<file path="src/rtl/io_bus_pkg.sv">
// Shared definitions for the IO bus master: bus addresses,
// status bit positions, combine-op and FSM state encodings.
package io_bus_pkg;

    localparam logic [1:0] ADDR_STATUS = 2'b00;
    localparam logic [1:0] ADDR_LED    = 2'b01;
    localparam logic [1:0] ADDR_SW_LO  = 2'b10;
    localparam logic [1:0] ADDR_SW_HI  = 2'b11;

    localparam int STAT_ACK = 0;
    localparam int STAT_RDY = 1;

    typedef enum logic [1:0] {
        OP_ADD = 2'b00,
        OP_SUB = 2'b01,
        OP_AND = 2'b10,
        OP_XOR = 2'b11
    } op_e;

    typedef enum logic [3:0] {
        S_IDLE,
        S_POLL_RDY,
        S_GAP_RDY,
        S_RD_LO,
        S_RD_HI,
        S_CALC,
        S_WR,
        S_POLL_ACK,
        S_GAP_ACK
    } state_e;

    function automatic logic is_poll(state_e s);
        return s inside {S_POLL_RDY, S_GAP_RDY, S_POLL_ACK, S_GAP_ACK};
    endfunction

    function automatic logic is_gap(state_e s);
        return s inside {S_GAP_RDY, S_GAP_ACK};
    endfunction

endpackage

</file>
<file path="src/rtl/io_combine_alu.sv">
// Combines the two switch bytes into the 12-bit LED value.
// Ports: i_lo/i_hi switch bytes, i_op combine op, o_res result.
module io_combine_alu
    import io_bus_pkg::*;
(
    input  logic [7:0]  i_lo,
    input  logic [7:0]  i_hi,
    input  op_e         i_op,
    output logic [11:0] o_res
);

    logic [11:0] w_lo;
    logic [11:0] w_hi;

    assign w_lo = {4'h0, i_lo};
    assign w_hi = {4'h0, i_hi};

    // Subtraction wraps modulo 4096 by construction of the 12-bit width.
    always_comb begin
        o_res = '0;
        unique case (i_op)
            OP_ADD:  o_res = w_lo + w_hi;
            OP_SUB:  o_res = w_lo - w_hi;
            OP_AND:  o_res = w_lo & w_hi;
            OP_XOR:  o_res = w_lo ^ w_hi;
            default: o_res = '0;
        endcase
    end

endmodule

</file>
<file path="src/rtl/io_bus_master.sv">
// CPU-less bus initiator for the switch/LED peripheral: polls status,
// reads both switch bytes, combines them, writes the LED, waits for ack.
// Ports: clk, reset (sync, active-high); start/op control; busy/done/
// result/error status; pread/pwrite/addr/pwritedata/preaddata bus.
// Optional macro IO_MASTER_TIMEOUT_EN bounds the poll loops by TIMEOUT.
module io_bus_master
    import io_bus_pkg::*;
#(
    parameter int unsigned POLL_GAP = 4,
    parameter int unsigned TIMEOUT  = 1000
) (
    input  logic        clk,
    input  logic        reset,
    input  logic        start,
    input  logic [1:0]  op,
    output logic        busy,
    output logic        done,
    output logic [11:0] result,
    output logic        error,
    output logic        pread,
    output logic        pwrite,
    output logic [1:0]  addr,
    output logic [11:0] pwritedata,
    input  logic [31:0] preaddata
);

    // A gap state always lasts at least one cycle, so POLL_GAP=0
    // still yields one idle cycle between polls.
    localparam logic [7:0] GAP_LAST =
        (POLL_GAP == 0) ? 8'd0 : 8'(POLL_GAP - 1);

    state_e      r_state;
    state_e      w_next;
    op_e         r_op;
    logic [7:0]  r_lo;
    logic [7:0]  r_hi;
    logic [7:0]  r_gap;
    logic [11:0] r_result;

    logic        r_busy;
    logic        r_done;
    logic        r_pread;
    logic        r_pwrite;
    logic [1:0]  r_addr;
    logic [11:0] r_wdata;

    logic        w_accept;
    logic        w_rdy;
    logic        w_ack;
    logic        w_in_poll;
    logic        w_gap_end;
    logic [11:0] w_alu;

    logic        w_busy_n;
    logic        w_done_n;
    logic        w_pread_n;
    logic        w_pwrite_n;
    logic [1:0]  w_addr_n;
    logic [11:0] w_wdata_n;

    logic        w_unused;

    assign w_accept  = (r_state == S_IDLE) && start;
    assign w_rdy     = preaddata[STAT_RDY];
    assign w_ack     = preaddata[STAT_ACK];
    assign w_in_poll = is_poll(r_state);
    assign w_gap_end = (r_gap == GAP_LAST);
    assign w_unused  = ^{preaddata[31:8], (TIMEOUT == 0)};

`ifdef IO_MASTER_TIMEOUT_EN
    localparam int TW = (TIMEOUT > 1) ? $clog2(TIMEOUT + 1) : 1;

    logic [TW-1:0] r_to_cnt;
    logic          r_error;
    logic          w_to_hit;
    logic          w_to_fire;

    // Counter reads 1 in the first poll cycle of each phase.
    assign w_to_hit = w_in_poll && (r_to_cnt == TW'(TIMEOUT - 1));
`endif

    io_combine_alu u_alu (
        .i_lo  (r_lo),
        .i_hi  (r_hi),
        .i_op  (r_op),
        .o_res (w_alu)
    );

    // State register plus registered bus/status outputs.
    always_ff @(posedge clk) begin
        if (reset) begin
            r_state  <= S_IDLE;
            r_busy   <= 1'b0;
            r_done   <= 1'b0;
            r_pread  <= 1'b0;
            r_pwrite <= 1'b0;
            r_addr   <= ADDR_STATUS;
            r_wdata  <= '0;
        end else begin
            r_state  <= w_next;
            r_busy   <= w_busy_n;
            r_done   <= w_done_n;
            r_pread  <= w_pread_n;
            r_pwrite <= w_pwrite_n;
            r_addr   <= w_addr_n;
            r_wdata  <= w_wdata_n;
        end
    end

    // Next-state logic.
    always_comb begin
        w_next = r_state;
`ifdef IO_MASTER_TIMEOUT_EN
        w_to_fire = 1'b0;
`endif
        unique case (r_state)
            S_IDLE:     if (start) w_next = S_POLL_RDY;
            S_POLL_RDY: w_next = w_rdy ? S_RD_LO : S_GAP_RDY;
            S_GAP_RDY:  if (w_gap_end) w_next = S_POLL_RDY;
            S_RD_LO:    w_next = S_RD_HI;
            S_RD_HI:    w_next = S_CALC;
            S_CALC:     w_next = S_WR;
            S_WR:       w_next = S_POLL_ACK;
            S_POLL_ACK: w_next = w_ack ? S_IDLE : S_GAP_ACK;
            S_GAP_ACK:  if (w_gap_end) w_next = S_POLL_ACK;
            default:    w_next = S_IDLE;
        endcase
`ifdef IO_MASTER_TIMEOUT_EN
        // Progress out of the loop wins over a coincident timeout.
        if (w_to_hit && is_poll(w_next)) begin
            w_next    = S_IDLE;
            w_to_fire = 1'b1;
        end
`endif
    end

    // Output decode from the state being entered, so that the
    // registered strobes line up with the state that owns them.
    always_comb begin
        w_pread_n  = 1'b0;
        w_pwrite_n = 1'b0;
        w_addr_n   = ADDR_STATUS;
        w_wdata_n  = '0;
        unique case (w_next)
            S_POLL_RDY, S_POLL_ACK: begin
                w_pread_n = 1'b1;
                w_addr_n  = ADDR_STATUS;
            end
            S_RD_LO: begin
                w_pread_n = 1'b1;
                w_addr_n  = ADDR_SW_LO;
            end
            S_RD_HI: begin
                w_pread_n = 1'b1;
                w_addr_n  = ADDR_SW_HI;
            end
            S_WR: begin
                w_pwrite_n = 1'b1;
                w_addr_n   = ADDR_LED;
                w_wdata_n  = w_alu;
            end
            default: ;
        endcase
        w_busy_n = (w_next != S_IDLE);
        w_done_n = (r_state != S_IDLE) && (w_next == S_IDLE);
    end

    // Datapath: latched op, captured switch bytes, gap counter, result.
    always_ff @(posedge clk) begin
        if (reset) begin
            r_op     <= OP_ADD;
            r_lo     <= '0;
            r_hi     <= '0;
            r_gap    <= '0;
            r_result <= '0;
        end else begin
            if (w_accept)
                r_op <= op_e'(op);
            if (r_state == S_RD_LO)
                r_lo <= preaddata[7:0];
            if (r_state == S_RD_HI)
                r_hi <= preaddata[7:0];
            if (r_state == S_CALC)
                r_result <= w_alu;
            if (is_gap(r_state) && (w_next == r_state))
                r_gap <= r_gap + 8'd1;
            else
                r_gap <= '0;
        end
    end

`ifdef IO_MASTER_TIMEOUT_EN
    always_ff @(posedge clk) begin
        if (reset) begin
            r_to_cnt <= '0;
            r_error  <= 1'b0;
        end else begin
            if (w_accept)
                r_error <= 1'b0;
            else if (w_to_fire)
                r_error <= 1'b1;
            if ((r_state == S_IDLE && w_next == S_POLL_RDY) ||
                (r_state == S_WR && w_next == S_POLL_ACK))
                r_to_cnt <= TW'(1);
            else if (w_in_poll)
                r_to_cnt <= r_to_cnt + TW'(1);
        end
    end

    assign error = r_error;
`else
    assign error = 1'b0;
`endif

    assign busy       = r_busy;
    assign done       = r_done;
    assign result     = r_result;
    assign pread      = r_pread;
    assign pwrite     = r_pwrite;
    assign addr       = r_addr;
    assign pwritedata = r_wdata;

endmodule

</file>
<file path="config.mk">
export PLATFORM = sky130hd
export DESIGN_NAME = io_bus_master
export DESIGN_NICKNAME = d
export VERILOG_FILES = /design/src/rtl/io_bus_pkg.sv /design/src/rtl/io_combine_alu.sv /design/src/rtl/io_bus_master.sv
export SDC_FILE = /design/constraint.sdc
export NUM_CORES = 1
export LEC_CHECK = 0
export CORE_MARGIN = 2
export CORE_UTILIZATION = 55
export DETAILED_ROUTE_END_ITERATION = 8
export PLACE_DENSITY = 0.94
export SLEW_MARGIN = 20
export SYNTH_ARGS = -nofsm -noshare
export SYNTH_HDL_FRONTEND = slang
export SYNTH_SLANG_ARGS = --single-unit
</file>
<file path="constraint.sdc">
create_clock -name clk -period 5.2 [get_ports clk]
set_clock_uncertainty 0.1 [all_clocks]
set_input_delay 1.3 -clock clk [delete_from_list [all_inputs] [get_ports clk]]
set_output_delay 1.3 -clock clk [all_outputs]
set_load 0.05 [all_outputs]
</file>
* Word level (Yosys, flattened, before mapping)
Cells that the tools add are included.
** Storage, ports and cells
- Bits of input ports :: 37
- Logic and storage cells :: 59
- Register bits :: 60
- Output and inout port bits :: 31
** Cells by class
- Muxes and demuxes :: 10
- Reductions and logical operators :: 12
- Add/subtract/negate cells :: 3
- Equal/unequal tests :: 18
- Bitwise operators :: 4
** Operators with widths (number)
- one-hot mux 12 bit (4 select lines) :: 1
- one-hot mux 4 bit (9 select lines) :: 1
- equality test 4 x 3 -> 1 bit (second input constant) :: 7
- 2-to-1 mux 4 bit :: 4
- equality test 4 x 2 -> 1 bit (second input constant) :: 3
- adder 8 x 8 -> 9 bit :: 1
- subtractor 8 x 8 -> 9 bit :: 1
- adder 8 x 1 -> 8 bit (second input constant) :: 1
- bitwise AND 8 bit :: 1
- equality test 4 x 1 -> 1 bit (second input constant) :: 2
- equality test 8 x 2 -> 1 bit (second input constant) :: 1
- logical NOT 4 bit :: 2
- nonzero test 4 bit :: 2
- XOR 8 bit :: 1
- one-hot mux 2 bit (3 select lines) :: 1
- equality test 2 bit (second input constant) :: 2
- equality test 4 bit :: 1
- equality test 4 bit (second input constant) :: 1
- OR reduction 2 bit :: 2
- OR reduction 4 bit :: 1
- logical AND 1 bit :: 3
- 2-to-1 mux 1 bit :: 3
- equality test 2 x 1 -> 1 bit (second input constant) :: 1
- logical NOT 2 bit :: 1
- 2 further kinds :: 3

* Depth between registers and ports, before layout
Gate-level depths: netlist of run 1.
- Depth in word-level cells :: 7
- Mapped depth :: 9
- Depth with buffers taken out :: 9

* Hierarchy
Synthesis of run 1 repeated with hierarchy kept, for this count alone.
** Second synthesis, totals
- Cell total of the unflattened synthesis :: 379
- Area total of the unflattened synthesis :: 3221.8 sq um
** By module, submodules not included
- io_bus_master :: cells an instance 257, seq. area each 1201.2 sq um, times used 1, area an instance 2323.5 sq um
- io_combine_alu :: cells an instance 122, seq. area each 0.0 sq um, times used 1, area an instance 898.4 sq um

* Worst setup path after synthesis of run 1
OpenSTA, ideal clock, no wires.
- Path type :: input to register
- Start point :: input port reset
- End point :: register r_result[7] (netlist: result[7])
- Cell stages on the path :: 6
- Path slack :: 2.680 ns
- Required time :: 5.016 ns
- Library setup time :: 0.084 ns
- Path buffers :: 2
- Arrival time :: 2.335 ns
- Cell sequence :: clkbuf_1 -> nand2b_1 -> buf_6 -> nor4_2 -> o211ai_1 -> o31ai_2
** RTL lines
- from (decl) :: RTL line io_bus_master.sv:13 : input logic reset,
- to (signal assigned) :: RTL line io_bus_master.sv:184 : r_result <= w_alu;
- to (decl) :: RTL line io_bus_master.sv:38 : logic [11:0] r_result;

==> flow_summary.json, run 1 <==
{
  "path_class": "flop to primary output",
  "htree_num_levels": 2,
  "routed_wl_um": 7000,
  "wl_per_cell_um": 14.5,
  "async_reset_ff_share_pct": 0,
  "overflow": 0,
  "dpl_cell_area_um2": 3540,
  "yosys.area.top_type": "dfxtp_1",
  "route.vias.total": 2855,
  "clock_sinks": 56,
  "cp_cell_sequence": "clkdlybuf4s50_1",
  "hold_path.class": "flop to flop",
  "clkLatencyLatePin_ns": 0.31,
  "final_area_um2": 3620,
  "hold_slack_ns": 0.358,
  "row_count": 27,
  "finalSetupTns_ns": 0,
  "fin_nets": 467,
  "synth_edf_count": 0,
  "yosysMostFrequentCell": "dfxtp_1",
  "worst_pin_slew_ns": 0.848,
  "clock_path_buffers": 2,
  "finalSetupViolations": 0,
  "grt_max_degree": 36,
  "cp-end-kind": "primary output",
  "root_buffer": "clkbuf_8",
  "critical_path_required_ns": 3.80,
  "slew_headroom_pct": 43.1,
  "status": "completed",
  "ant_nets": 0,
  "fmax_ghz": 0.344,
  "rsz0062_at_grt": "false",
  "drc_errors": 0,
  "ys_warn_count": 0,
  "syn_nets": 445,
  "grt_use_total_pct": 23.2,
  "start_kind": "flop",
  "post-route-period-util_pct": 56.0,
  "cap_violations": 0,
  "cpLargestDelayFamily": "buffers and inverters",
  "die_w_um": 79.9,
  "num_antenna_cells": 0,
  "cp.arrival_ns": 1.51,
  "drt_first_pass_iters": 5,
  "grt_pass1_vias": 2656,
  "hold_viol": 0,
  "post_cts_resized": 0,
  "port_buffers": 42,
  "start_util_pct": 57.2,
  "p_leak_nw": 1.35,
  "cts_hold_buf": 0,
  "synth_seq_area_share_pct": 35.4,
  "drv_slew": 0,
  "yosysUniqueCellTypes": 64,
  "ys_ff_latch": 56,
  "cts_setup_buffers": 0,
  "dp_cells": 476,
  "critPathBufInv": 1,
  "ys.flop_type": "dfxtp_1",
  "coreArea_um2": 5540,
  "antenna_found_initial": 0,
  "via_per_inst": 5.90,
  "path_max_fanout": 4,
  "routabilityCongestion": 0.935,
  "period_needed_ns": 2.91,
  "synth_top_area_share_pct": 35.4,
  "area_growth_pct": 14.4,
  "power_mw": 0.841,
  "post-dp-hpwl_um": 5320,
  "cts_tree": "built",
  "syn_area_um2": 3170,
  "drtIter0Drc": 181,
  "syn_avg_cell_area_um2": 8.14,
  "die_h_um": 79.9,
  "cp_slowest_cell": "clkdlybuf4s50_1",
  "ios": 68,
  "drive_above_1_share_pct": 4.37,
  "grt_pass1_wl_um": 11800,
  "cts_buffers": 5,
  "pwr_density_cell_nw_per_um2": 232,
  "die_area_um2": 6380,
  "synth_cells": 389,
  "ir_drop_mv": 0.130,
  "finalNonFillerCells": 484,
  "slowest_delay_ns": 0.82,
  "clkTransAtPathRegs_ns": 0.10,
  "netlist_top_cells_area": "dfxtp_1 (35%), ha_1 (6.7%), nand2_1 (5.8%)",
  "ys_top_cells_by_count": "dfxtp_1 (56), nand2_1 (49), a21oi_1 (32), nor2_1 (32), nor3_1 (19)"
}
[metal layers]
layer / global-route usage (%) / up-vias / part of all wire [%]
li1: - / 1404 / -
met2: 39.3 / 113 / 49
met1: 29.3 / 1321 / 43
met5: 0 / - / 0
met3: 3.96 / 17 / 5.5
met4: 9.15 / 0 / 2.6
[logic make-up (layout without fill, tap and decap cells)]
family                     after synthesis  in the layout  synth area share [%]
muxes                                    7              7                  2.65
and+or+nand+nor                        156            156                  24.6
other                                    1              1                 0.118
xor gates and xnor gates                11             11                  3.04
AOI/OAI and AO/OA                       90             90                  19.1
buffers and inverters                   49             72                  7.15
adders and majority gates               19             19                  7.98
DFF                                     56             56                  35.4
[layout make-up]
type / count / area [um^2]
Fill cell: 484 / 1920
Multi-Input combinational cell: 284 / 1820
Tap cell: 72 / 90.1
Clock buffer: 7 / 76.3
Sequential cell: 56 / 1120
Timing Repair Buffer: 43 / 428
Clock inverter: 1 / 8.76
Inverter: 21 / 78.8
[sequential cells by signal (all words and copies together) (netlist names)]
name,count
busy,1
r_gap,8
r_hi,8
pwrite,1
addr,2
r_lo,8
r_op,2
done,1
result,10
r_state,4
pwritedata,10
pread,1
[power by group]
group	leakage, nW	switching, mW	total [mW]	internal [mW]
clock	0.0424	0.141	0.238	0.0966
combinational	0.859	0.0888	0.145	0.0564
sequential	0.453	0.0185	0.458	0.439
[cell usage in the layout (no fill, tap or decap), drive strengths merged, types with 5 or more instances in the layout]
master          n
ha             17
dfxtp          56
a21o            9
mux2i           5
nand2          49
a221oi          5
a21oi          33
clkbuf          7
nor2           32
xnor2           6
nand3          12
o21ai          12
clkdlybuf4s50  42
xor2            5
nand2b         10
and3            7
inv            20
nor3           20
[worst paths after layout]
kind	depth (start not counted)	slack, ns	to	from
worst max-delay path	1	2.29	result[9]	result[10]
worst min-delay path	2	0.36	result[3]	result[3]
worst max register to register	8	2.76	result[4]	r_hi[0]
worst min register to register	2	0.36	result[3]	result[3]
[stage by stage]
step           util (%)  setup WS (ns)
2_1_floorplan         -           2.68
3_3_place_gp       63.9           2.01
3_5_place_dp       63.9           1.99
4_1_cts            65.4           2.28
5_1_grt            65.4           2.20
6_report           65.4           2.29
(Power assumes the default switching activity.)
==> run 2: changes to the inputs <==
Settings changed: CORE_UTILIZATION 55 to 46, PLACE_DENSITY 0.94 to 0.84.
Clock period 5.2 ns to 2.3 ns, I/O delays scaled along.
==> flow_summary.json, run 2 (same netlist as run 1, synthesis figures left out) <==
{
  "pwr_density_cell_nw_per_um2": 534,
  "hold_path_end": "result[3]",
  "hold_path_depth": 2,
  "dpl_cell_area_um2": 3670,
  "drive_above_1_share_pct": 11.0,
  "period_needed_ns": 2.25,
  "grt_pass1_vias": 2603,
  "cts_buffers": 5,
  "antenna_found_initial": 0,
  "clock_sinks": 56,
  "r2r_end": "result[5]",
  "htree_num_levels": 2,
  "ir_drop_mv": 0.292,
  "grt-busiest-layer": "met2",
  "die_w_um": 87.0,
  "drt_first_pass_iters": 4,
  "use_met3_pct": 3.70,
  "grt_max_degree": 35,
  "die_h_um": 87.0,
  "grt_use_total_pct": 19.5,
  "drtIter0Drc": 233,
  "worst_pin_slew_ns": 0.804,
  "rrSetupSlack_ns": 0.05,
  "row_count": 30,
  "post-dp-hpwl_um": 5400,
  "grt_pass1_wl_um": 11900,
  "ant_nets": 0,
  "path_class": "flop to flop",
  "overflow": 0,
  "num_antenna_cells": 0,
  "hold_path.class": "flop to flop",
  "cap_violations": 0,
  "port_buffers": 42,
  "critical_path_required_ns": 2.42,
  "via_per_inst": 5.57,
  "wl_per_cell_um": 14.2,
  "post-route-period-util_pct": 97.7,
  "start_kind": "flop",
  "fin_nets": 484,
  "area_growth_pct": 20.9,
  "fmax_ghz": 0.445,
  "clock_path_buffers": 2,
  "drv_slew": 0,
  "final_area_um2": 3830,
  "setup_ws_ns": 0.0535,
  "hold_viol": 0,
  "power_mw": 2.05,
  "hold_slack_ns": 0.355,
  "root_buffer": "clkbuf_8",
  "dp_slack_ns": -0.0219,
  "routed_wl_um": 7230,
  "path_max_fanout": 4,
  "grtUsageMet1_pct": 24.4,
  "finalSetupTns_ns": 0,
  "worst_r2r_path_depth": 7,
  "final_common_cell": "dfxtp_1",
  "routabilityCongestion": 0.916,
  "rsz0062_at_grt": "true",
  "die_area_um2": 7570,
  "clkTransAtPathRegs_ns": 0.10,
  "cp.arrival_ns": 2.37,
  "ios": 68,
  "status": "completed",
  "start_util_pct": 47.2,
  "min_from": "result[3]",
  "drc_errors": 0,
  "clkLatencyLatePin_ns": 0.31,
  "final_cell_mix": "dfxtp_1 (54), nand2_1 (49), clkdlybuf4s50_1 (42), nor2_1 (32), a21oi_1 (30)",
  "p_leak_nw": 1.46,
  "finalSetupViolations": 0,
  "cp-end-kind": "flop",
  "route.vias.total": 2837,
  "cts_tree": "built",
  "use_met2_pct": 32.3,
  "r2r_start": "r_lo[1]",
  "coreArea_um2": 6720,
  "slew_headroom_pct": 46.0
}
[run 2: cell types whose count changed in the layout (fill, tap and decap cells not counted), moves of 2 or more]
cell	previous run	this run
buf_4	1	18
fa_2	0	2
a21oi_1	32	30
a21oi_2	1	3
fa_1	2	0
dfxtp_1	56	54
clkbuf_1	2	0
dfxtp_2	0	2
[run 2: area by class of cell]
cell class | instances | area [um^2]
clock buffers | 6 | 82.6
clock inverters | 2 | 38.8
fillers | 579 | 2890
inverters | 21 | 78.8
multi-input cells | 284 | 1850
flip-flops and latches | 56 | 1120
well taps | 80 | 100
repair buffers | 60 | 556
[run 2: per-layer routing]
| layer | share of wire [%] | up-vias |
|---|---|---|
| met2 | 48 | 100 |
| met1 | 44 | 1295 |
| met4 | 2.5 | 0 |
| met3 | 5.5 | 19 |
| met5 | 0 | - |
| li1 | - | 1423 |
[run 2: worst max-delay path by stage]
stage	startpoint	to	slack (ns)	cells past startpoint
detailed placement	r_lo[0]	result[8]	-0.02	9
floorplan	r_lo[0]	result[6]	0.23	8
global route	r_lo[0]	result[8]	-0.03	9
CTS	r_hi[0]	result[8]	0.007	9
global placement	r_lo[0]	result[8]	0.04	9
finish	r_lo[1]	result[5]	0.05	7
[run 2: worst max-delay path, stage by stage, from the launching register on]
cell and delay, ns:
dfxtp_1 0.32, buf_4 0.15, ha_1 0.32, nand2b_1 0.15, a21o_1 0.22, o31ai_1 0.25, mux2_2 0.39, a311oi_1 0.27
[run 2: metrics by stage]
step	instances	utilization, %
6_report	509	57.0
5_1_grt	509	57.0
4_1_cts	508	56.5
3_5_place_dp	500	54.6
3_3_place_gp	500	54.6
2_1_floorplan	389	-
[run 2: repair_timing]
item,in CTS,in global routing
pin swaps,0,4
hold buffers,0,0
resized for setup,1,9
setup endpoints to repair,1,7
setup buffers,0,1
[run 2: power by group]
| group | total, mW | switching (mW) | internal (mW) |
|---|---|---|---|
| sequential | 1.03 | 0.0386 | 0.993 |
| combinational | 0.343 | 0.206 | 0.137 |
| clock | 0.672 | 0.316 | 0.356 |
| total | 2.05 | 0.560 | 1.49 |
